$ cat config.mk
export PLATFORM = sky130hd
export DESIGN_NAME = instr_fetch_unit
export DESIGN_NICKNAME = d
export VERILOG_FILES = /design/src/rtl/instr_fetch_unit.sv
export SDC_FILE = /design/constraint.sdc
export NUM_CORES = 1
export LEC_CHECK = 0
export CORE_UTILIZATION = 50
export DETAILED_ROUTE_END_ITERATION = 7
export PLACE_DENSITY = 0.85
export SETUP_SLACK_MARGIN = 0.02
export SLEW_MARGIN = 20
export SYNTH_ARGS = -nofsm -noshare
export SYNTH_HDL_FRONTEND = slang
export SYNTH_SLANG_ARGS = --single-unit
$ cat constraint.sdc
create_clock -name clk_i -period 6.2 [get_ports clk_i]
set_input_delay 0.93 -clock clk_i [delete_from_list [all_inputs] [get_ports clk_i]]
set_output_delay 0.93 -clock clk_i [all_outputs]
set_load 0.03 [all_outputs]
$ cat src/rtl/instr_fetch_unit.sv
// instr_fetch_unit: PC owner issuing req/ack fetches and presenting instructions under valid/ready
module instr_fetch_unit #(
  parameter int                  PC_WIDTH = 32,
  parameter logic [PC_WIDTH-1:0] RESET_PC = '0
) (
  input  logic                clk_i,
  input  logic                rst_i,
  output logic                imem_req_o,
  output logic [PC_WIDTH-1:0] imem_addr_o,
  input  logic                imem_ack_i,
  input  logic [31:0]         imem_rdata_i,
  output logic [31:0]         instr_o,
  output logic                instr_valid_o,
  input  logic                instr_ready_i,
  output logic [PC_WIDTH-1:0] pc_o,
  output logic [PC_WIDTH-1:0] pc_plus4_o,
  input  logic                redirect_valid_i,
  input  logic [PC_WIDTH-1:0] redirect_pc_i,
  output logic                misalign_o,
  output logic [31:0]         instr_count_o
);
  typedef enum logic [1:0] {IDLE, FETCH, VALID} state_t;
  state_t              state_q, state_d;
  logic [PC_WIDTH-1:0] pc_q, pc_d, ipc_q, ipc_d, ip4_q, ip4_d;
  logic [31:0]         instr_q, instr_d, instr_count_q, instr_count_d;
  logic                misalign_q, misalign_d;
  // next-state: IDLE swallows stale acks, FETCH waits for ack, VALID waits for accept
  always_comb begin
    state_d       = state_q;
    pc_d          = pc_q;
    ipc_d         = ipc_q;
    ip4_d         = ip4_q;
    instr_d       = instr_q;
    instr_count_d = instr_count_q;
    misalign_d    = 1'b0;
    unique case (state_q)
      IDLE: state_d = FETCH;
      FETCH: if (imem_ack_i) begin
        state_d = VALID;
        instr_d = imem_rdata_i;
        ipc_d   = pc_q;
        ip4_d   = pc_q + PC_WIDTH'(4);
      end
      VALID: if (instr_ready_i) begin
        state_d       = FETCH;
        pc_d          = redirect_valid_i ? {redirect_pc_i[PC_WIDTH-1:2], 2'b00} : pc_q + PC_WIDTH'(4);
        instr_count_d = instr_count_q + 32'd1;
        misalign_d    = redirect_valid_i && (redirect_pc_i[1:0] != 2'b00);
      end
      default: state_d = IDLE;
    endcase
  end
  // state registers with asynchronous active-low reset
  always_ff @(posedge clk_i or negedge rst_i) begin
    if (!rst_i) begin
      state_q       <= IDLE;
      pc_q          <= RESET_PC;
      ipc_q         <= RESET_PC;
      ip4_q         <= RESET_PC + PC_WIDTH'(4);
      instr_q       <= '0;
      instr_count_q <= '0;
      misalign_q    <= 1'b0;
    end else begin
      state_q       <= state_d;
      pc_q          <= pc_d;
      ipc_q         <= ipc_d;
      ip4_q         <= ip4_d;
      instr_q       <= instr_d;
      instr_count_q <= instr_count_d;
      misalign_q    <= misalign_d;
    end
  end
  assign imem_req_o    = state_q == FETCH;
  assign imem_addr_o   = pc_q;
  assign instr_valid_o = state_q == VALID;
  assign instr_o       = instr_q;
  assign pc_o          = ipc_q;
  assign pc_plus4_o    = ip4_q;
  assign misalign_o    = misalign_q;
  assign instr_count_o = instr_count_q;
endmodule

Word-level counts from Yosys, hierarchy flattened
Index checks and enable logic that the tools add are counted.
Word-level totals
  output and inout port bits: 163
  bits in writable memories: 0
  bits in read-only memories: 0
  logic and storage cells: 25
  memories: 0
  input bits: 69
  latch bits: 0
  register bits: 163
Cells by class
  $add $sub $neg: 2
  order comparisons: 0
  mux-type cells: 6
  bitwise gates (word level): 0
  shift operators: 0
  equality and inequality tests: 4
  $mul: 0
  reductions and logical operators: 6
  div/mod/pow operators: 0
Operators by type and width (count)
  $add 32x1->32 const B: 1
  $add 32x3->32 const B: 1
  $mux 32: 1
  $pmux 2 s3: 1
  $reduce_and 2->1: 3
  $mux 2: 2
  $ne 2x1->1 const B: 2
  $eq 2x1->1 const B: 1
  $eq 2x2->1 const B: 1
  $logic_not 2->1: 1
  $mux 1: 2
  $reduce_bool 2->1: 1
  $logic_and 1x1->1: 1

Logic depth before layout (Yosys ltp)
Gate-level depths: netlist of the first run.
  depth in word-level cells: 4
  depth in mapped cells: 8
  mapped depth without buffers: 5

Worst setup path before layout of the first run
Ideal clock, no wire load.
  kind: reg2reg
  from: reg pc_q[8] (netlist: imem_addr_o[8])
  to: reg pc_q[18] (netlist: imem_addr_o[18])
  data arrival time: 2205 ps
  setup time: 141 ps
  data required time: 6059 ps
  stages on the path, launching flop included: 9
  buffers on the path: 4
  clock period less this slack: 2345 ps
  setup slack: 3855 ps
  path through: dfrtp_1 -> buf_2 -> nand4_4 -> or4_1 -> buf_2 -> buf_6 -> buf_2 -> o311ai_0 -> nand3_1
Between the ends
  cells in the longest elaborated chain, start to end: 2
Ends and longest elaborated chain
  start, declared: RTL line 24  | logic [PC_WIDTH-1:0] pc_q, pc_d, ipc_q, ipc_d, ip4_q, ip4_d;
  start signal, assigned: RTL line 65  | pc_q <= pc_d;
  $add 32x3->32: RTL line 46  | pc_d = redirect_valid_i ? {redirect_pc_i[PC_WIDTH-1:2], 2'b00} : pc_q + PC_WIDTH'(4);
  $mux 32: RTL line 46
Every way passes these cells.
A chain may end at the register's enable or synchronous reset.

Worst setup path in the final report of the first run
  from: reg pc_q[2] (netlist: imem_addr_o[2])
  to: reg ip4_q[26] (netlist: pc_plus4_o[26])
Between the ends
  cells in the longest elaborated chain, start to end: 1
Ends and longest elaborated chain
  $add 32x3->32: RTL line 42  | ip4_d = pc_q + PC_WIDTH'(4);
  end signal, assigned: RTL line 59  | ip4_q <= RESET_PC + PC_WIDTH'(4);
  end signal, assigned: RTL line 67  | ip4_q <= ip4_d;
  end, declared: RTL line 24
Every way passes these cells.

==> results of run 1 <==
placed cells by master, fill, tap and decap left out, types with 6 or more instances in the layout:
cell	n
o21ai_0	32
o311ai_0	13
o31ai_1	15
conb_1	6
nor4_1	7
buf_4	7
or4_1	22
and3_1	19
clkbuf_16	17
a31oi_1	19
nand4_1	30
nand3_1	37
a21oi_1	21
nor2_1	28
nand2_1	226
clkdlybuf4s50_1	223
inv_1	11
dfrtp_1	156
xnor2_1	36
nor3_1	16
and4_1	7
xor2_1	6
or3_1	9
power groups by stage:
stage                     registers (W)  logic (W)  clock network (W)
final                           0.00173    0.00240            0.00104
after global routing            0.00179    0.00258            0.00110
after CTS                       0.00173    0.00241            0.00106
after detailed placement        0.00174    0.00240                  0
after global placement          0.00172    0.00236                  0
after floorplan                 0.00232   0.000786                  0
metrics by stage:
| step | std cells | instance area (µm²) | total power [W] | hold slack [ns] |
|---|---|---|---|---|
| 2_1_floorplan | 839 | 7550 | 0.00311 | 0.520 |
| 3_3_place_gp | 1183 | 9780 | 0.00408 | 0.456 |
| 3_5_place_dp | 1183 | 9780 | 0.00414 | 0.461 |
| 4_1_cts | 1215 | 10400 | 0.00520 | 0.476 |
| 5_1_grt | 1215 | 10400 | 0.00546 | 0.493 |
| 6_report | 1215 | 10400 | 0.00517 | 0.469 |
registers in the layout (all words and copies together), names as in the netlist:
name and count:
imem_addr_o 30, instr_count_o 32, instr_o 32, misalign_o 1
pc_o 30, pc_plus4_o 30, state_q 2
final cells by class:
class                   count  area (µm²)
clock buffers              19         453
inverters                  11        41.3
well taps                 184         230
flip-flops and latches    157        3930
fillers                  1085        4220
clock inverters            13         138
multi-input cells         599        3280
repair buffers            232        2300
critical path, cell delays in order (launching register included):
cell and delay (ns):
dfrtp_1 0.51, ha_1 0.29, nand3_1 0.39, or4_1 0.92, or4_1 0.61, a31oi_1 0.18
worst paths after layout:
| check | startpoint | to | slack [ns] | depth (start not counted) |
|---|---|---|---|---|
| setup / recovery | imem_addr_o[2] | pc_plus4_o[26] | 3.21 | 5 |
| setup reg to reg | imem_addr_o[2] | pc_plus4_o[26] | 3.21 | 5 |
| hold reg to reg | instr_o[22] | instr_o[22] | 0.47 | 2 |
| max in group asynchronous | rst_i | instr_count_o[20] | 4.28 | 2 |
| min in group asynchronous | rst_i | pc_o[27] | 0.56 | 1 |
| hold / removal | instr_o[22] | instr_o[22] | 0.47 | 2 |
metal layers:
| metal | wire length (µm) | part of all wire (%) | global-route usage, % |
|---|---|---|---|
| met5 | 0 | 0 | 0 |
| met4 | 407 | 1.9 | 9.00 |
| met3 | 1920 | 9.0 | 6.66 |
| met2 | 10200 | 48 | 44.8 |
| met1 | 8880 | 41 | 38.4 |
kinds of logic (layout without fill, tap and decap cells):
logic type	Yosys count	after routing	synth area share (%)
buffers and inverters	83	275	4.65
AOI/OAI and AO/OA	120	120	10.3
and+or+nand+nor	428	428	27.5
adders and majority gates	2	2	0.332
other	1	6	0.0498
muxes	1	1	0.133
xor gates and xnor gates	42	42	4.89
DFF	157	157	52.2
Yosys cell counts, types with 2 or more instances:
cell       instances  area [µm²]
nor2_1            28         105
or3_1              9        56.3
o31ai_1           15         113
clkbuf_1          57         214
nor3_1            16        80.1
and4_1             7        61.3
o21ai_0           32         160
clkbuf_2           3        15.0
nand3b_1           5        37.5
nand3_1           37         185
ha_1               2        25.0
a31oi_1           19         119
and3_1            19         119
nand4b_1           4        35.0
or4_1             22         165
o2bb2ai_1          4        35.0
a211o_1            3        26.3
buf_4              6        45.0
and2_1             5        31.3
nor4_1             7        43.8
buf_2              4        20.0
inv_1             11        41.3
nor2b_1            3        18.8
and3b_1            2        17.5
o311ai_0          13         114
o211ai_1           3        22.5
xnor2_1           36         315
o22ai_1            2        12.5
xor2_1             6        52.6
a21oi_1           21         105
dfrtp_1          156        3900
a22oi_1            3        22.5
nand2_1          227         852
nand4_1           30         188
==> metrics.yaml, run 1 <==
rsz0062_at_grt: "no"
numCtsBuffers: 17
dr_total_vias: 7036
cts_setup_buffers: 0
fmax_mhz: 334
p_clk_share_pct: 20.2
drive_above_1_share_pct: 4.66
dieHeight_um: 125
setup_viol: 0
arrival_ns: 3.34
antenna_found_initial: 0
num_rows: 44
drv_slew: 0
fp.dieW_um: 125
synth_area_mm2: 0.00753
drtIter0Drc: 730
grt_usage_pct: 28.3
cap_viol_max_count: 0
grt_overflow_total: 0
finalHoldViolations: 0
fin_tns_setup_ns: 0
cts_tree: "built"
fin_nets: 1089
synth_edf_count: 0
first_pass_iters: 5
grt_first_pass_wirelength_um: 35100
clock_latency_ns: 0.43
ys_seq_area_share_pct: 52.2
cp_max_fo: 25
ys.warnings.count: 0
start_util_pct: 51.6
drc: 0
p_switching_w: 0.00225
gp_congestion: 0.871
ctsResizeCount: 0
clock_path_buffers: 2
hp-class: "reg2reg"
root_buffer: "clkbuf_16"
fp.dieArea_mm2: 0.0156
tightest_slew_ns: 1.14
finalCritPeriodShare_pct: 48.3
place_ws_ns: 2.99
synth-seq-cells: 157
antenna_left: 0
hpwl_um: 14100
power_frac_comb_pct: 46.4
synth_cells: 834
cts.reportedPaths.clkPinSlew_ns: 0.06
grt_max_degree: 99
synth.avg_cell_area_um2: 9.03
numClockSinks: 157
switching_share_pct: 43.4
detail_route.vias_per_cell: 5.79
timing.slew.headroom_pct: 23.5
syn2layout_area_growth_pct: 37.8
status: "finished clean"
boundaryPins: 232
diodes: 0
p_seq_share_pct: 33.5
cp.required_ns: 6.55
crit_type: "reg2reg"
fin_skew_ns: 0.00856
crit_path_start_kind: "flip-flop"
yosysUniqueCellTypes: 51
finalWorstPathRequiredPeriod_ns: 2.99
htree_levels: 4
drt_wl_total_um: 21400
final_core_util_pct: 71.1
hold_buffers: 0
synth_ff_type: "dfrtp_1"
io_buffers: 225
internal_power_w: 0.00293
endpoint_kind: "flip-flop"
power.leakage_nw: 4.44
ir_drop_uv: 259
pwr_density_cell_mw_per_mm2: 499
async_flop_share_pct: 100
fin_ws_ns: 3.21
avgRoutedWirePerCell_um: 17.6
core_area_mm2: 0.0146
grt_pass1_vias: 6591
Note: power is estimated with default switching activity, not from simulation.
==> inputs of run 2 (changes only) <==
--- a/config.mk
+++ b/config.mk
@@ -5,9 +5,9 @@
 export SDC_FILE = /design/constraint.sdc
 export NUM_CORES = 1
 export LEC_CHECK = 0
-export CORE_UTILIZATION = 50
+export CORE_UTILIZATION = 47
 export DETAILED_ROUTE_END_ITERATION = 7
-export PLACE_DENSITY = 0.85
+export PLACE_DENSITY = 0.8
 export SETUP_SLACK_MARGIN = 0.02
 export SLEW_MARGIN = 20
 export SYNTH_ARGS = -nofsm -noshare
==> constraint.sdc (replaced) <==
create_clock -name clk_i -period 2.95 [get_ports clk_i]
set_input_delay 0.4425 -clock clk_i [delete_from_list [all_inputs] [get_ports clk_i]]
set_output_delay 0.4425 -clock clk_i [all_outputs]
set_load 0.03 [all_outputs]
==> metrics.yaml, run 2 (same netlist as run 1, synthesis figures left out) <==
clock_path_buffers: 2
place_ws_ns: 0.598
layout_commonest_cell: "nand2_1"
finalCritPeriodShare_pct: 82.1
numClockSinks: 157
multi_input_area_mm2: 0.00328
power.leakage_nw: 4.54
cap_viol_max_count: 0
crit_path_start_kind: "flip-flop"
arrival_ns: 2.76
post_dp_cell_area_mm2: 0.00996
gp_congestion: 0.882
postLayoutCellArea_mm2: 0.0106
tightest_slew_ns: 0.703
boundaryPins: 232
endpoint: "pc_plus4_o[25]"
fmax_mhz: 413
clock_latency_ns: 0.42
ir_drop_uv: 652
core_area_mm2: 0.0154
rsz0062_at_grt: "no"
avgRoutedWirePerCell_um: 17.0
setup_viol: 0
detail_route.vias_per_cell: 5.59
antenna_found_initial: 0
fin_skew_ns: 0.00868
status: "finished clean"
grt_max_degree: 58
antenna_left: 0
htree_levels: 4
fillers: 1259
regArea_mm2: 0.00393
cts_setup_buffers: 0
drv_slew: 0
first_pass_iters: 5
drive_above_1_share_pct: 6.01
grt_usage_pct: 26.6
diodes: 0
drt_wl_total_um: 21300
grt_overflow_total: 0
ctsResizeCount: 0
r2r_setup_slack_ns: 0.53
grt_first_pass_wirelength_um: 34000
num_rows: 45
cp.required_ns: 3.29
timing.slew.headroom_pct: 53.1
startpoint: "imem_addr_o[4]"
dr_total_vias: 7036
reg2reg_depth: 4
hold_buffers: 1
pwr_density_cell_mw_per_mm2: 1050
crit_type: "reg2reg"
drc: 0
dieHeight_um: 129
r2r-start: "imem_addr_o[4]"
syn2layout_area_growth_pct: 40.8
whs_ns: 0.472
finalWorstPathRequiredPeriod_ns: 2.42
hp-class: "reg2reg"
fin_ws_ns: 0.527
fp.dieArea_mm2: 0.0165
fin_tns_setup_ns: 0
numCtsBuffers: 17
fin_nets: 1106
endpoint_kind: "flip-flop"
root_buffer: "clkbuf_16"
io_buffers: 225
reg2reg_to: "pc_plus4_o[25]"
cts.reportedPaths.clkPinSlew_ns: 0.06
hpwl_um: 14800
start_util_pct: 48.8
grt_pass1_vias: 6533
finalHoldViolations: 0
cp_max_fo: 15
fp.dieW_um: 129
cts_tree: "built"
drtIter0Drc: 605
final_cell_mix: "nand2_1 (226), clkdlybuf4s50_1 (223), dfrtp_1 (156), nand3_1 (37), xnor2_1 (36)"
## run 2: final cells by class
| class | instances | area share, % |
|---|---|---|
| inverter | 11 | 0.389 |
| timing repair buffer | 249 | 23.2 |
| multi-input combinational | 599 | 30.9 |
| clock buffer | 19 | 4.18 |
| tap | 211 | 2.49 |
| clock inverter | 13 | 1.77 |
| sequential | 157 | 37.1 |
## run 2: through the flow
step	power, W	util [%]	instances
6_report	0.0111	68.7	1259
5_1_grt	0.0117	68.7	1259
4_1_cts	0.0112	68.7	1259
3_5_place_dp	0.00879	64.6	1226
3_3_place_gp	0.00869	64.6	1226
2_1_floorplan	0.00653	-	839
## run 2: how the worst min path moves through the flow
stage	from	cells past startpoint	end
after detailed placement	rst_i	1	instr_count_o[20]
after CTS	instr_o[28]	2	instr_o[28]
after global routing	instr_o[7]	2	instr_o[7]
after global placement	rst_i	1	instr_count_o[21]
final	instr_o[15]	2	instr_o[15]
after floorplan	rst_i	0	imem_addr_o[10]
## run 2: per-layer routing
metal | wire length (µm) | global-route usage [%] | vias up | share of wire [%]
met5 | 0 | 0 | - | 0
met4 | 404 | 9.27 | 0 | 1.9
met3 | 1660 | 6.07 | 33 | 7.8
met2 | 10200 | 42.4 | 307 | 48
met1 | 9080 | 35.8 | 3380 | 43
li1 | - | - | 3316 | -
## run 2: report_power, final
part           internal [W]  total, W  switching, W
Sequential          0.00291   0.00360      0.000690
Combinational       0.00201   0.00516       0.00316
Clock               0.00144   0.00233      0.000890
## run 2: critical path: stages (launching register included)
cell,delay (ns)
dfrtp_1,0.51
nand4_1,0.30
or4_1,0.80
or4_1,0.55
a31oi_1,0.18
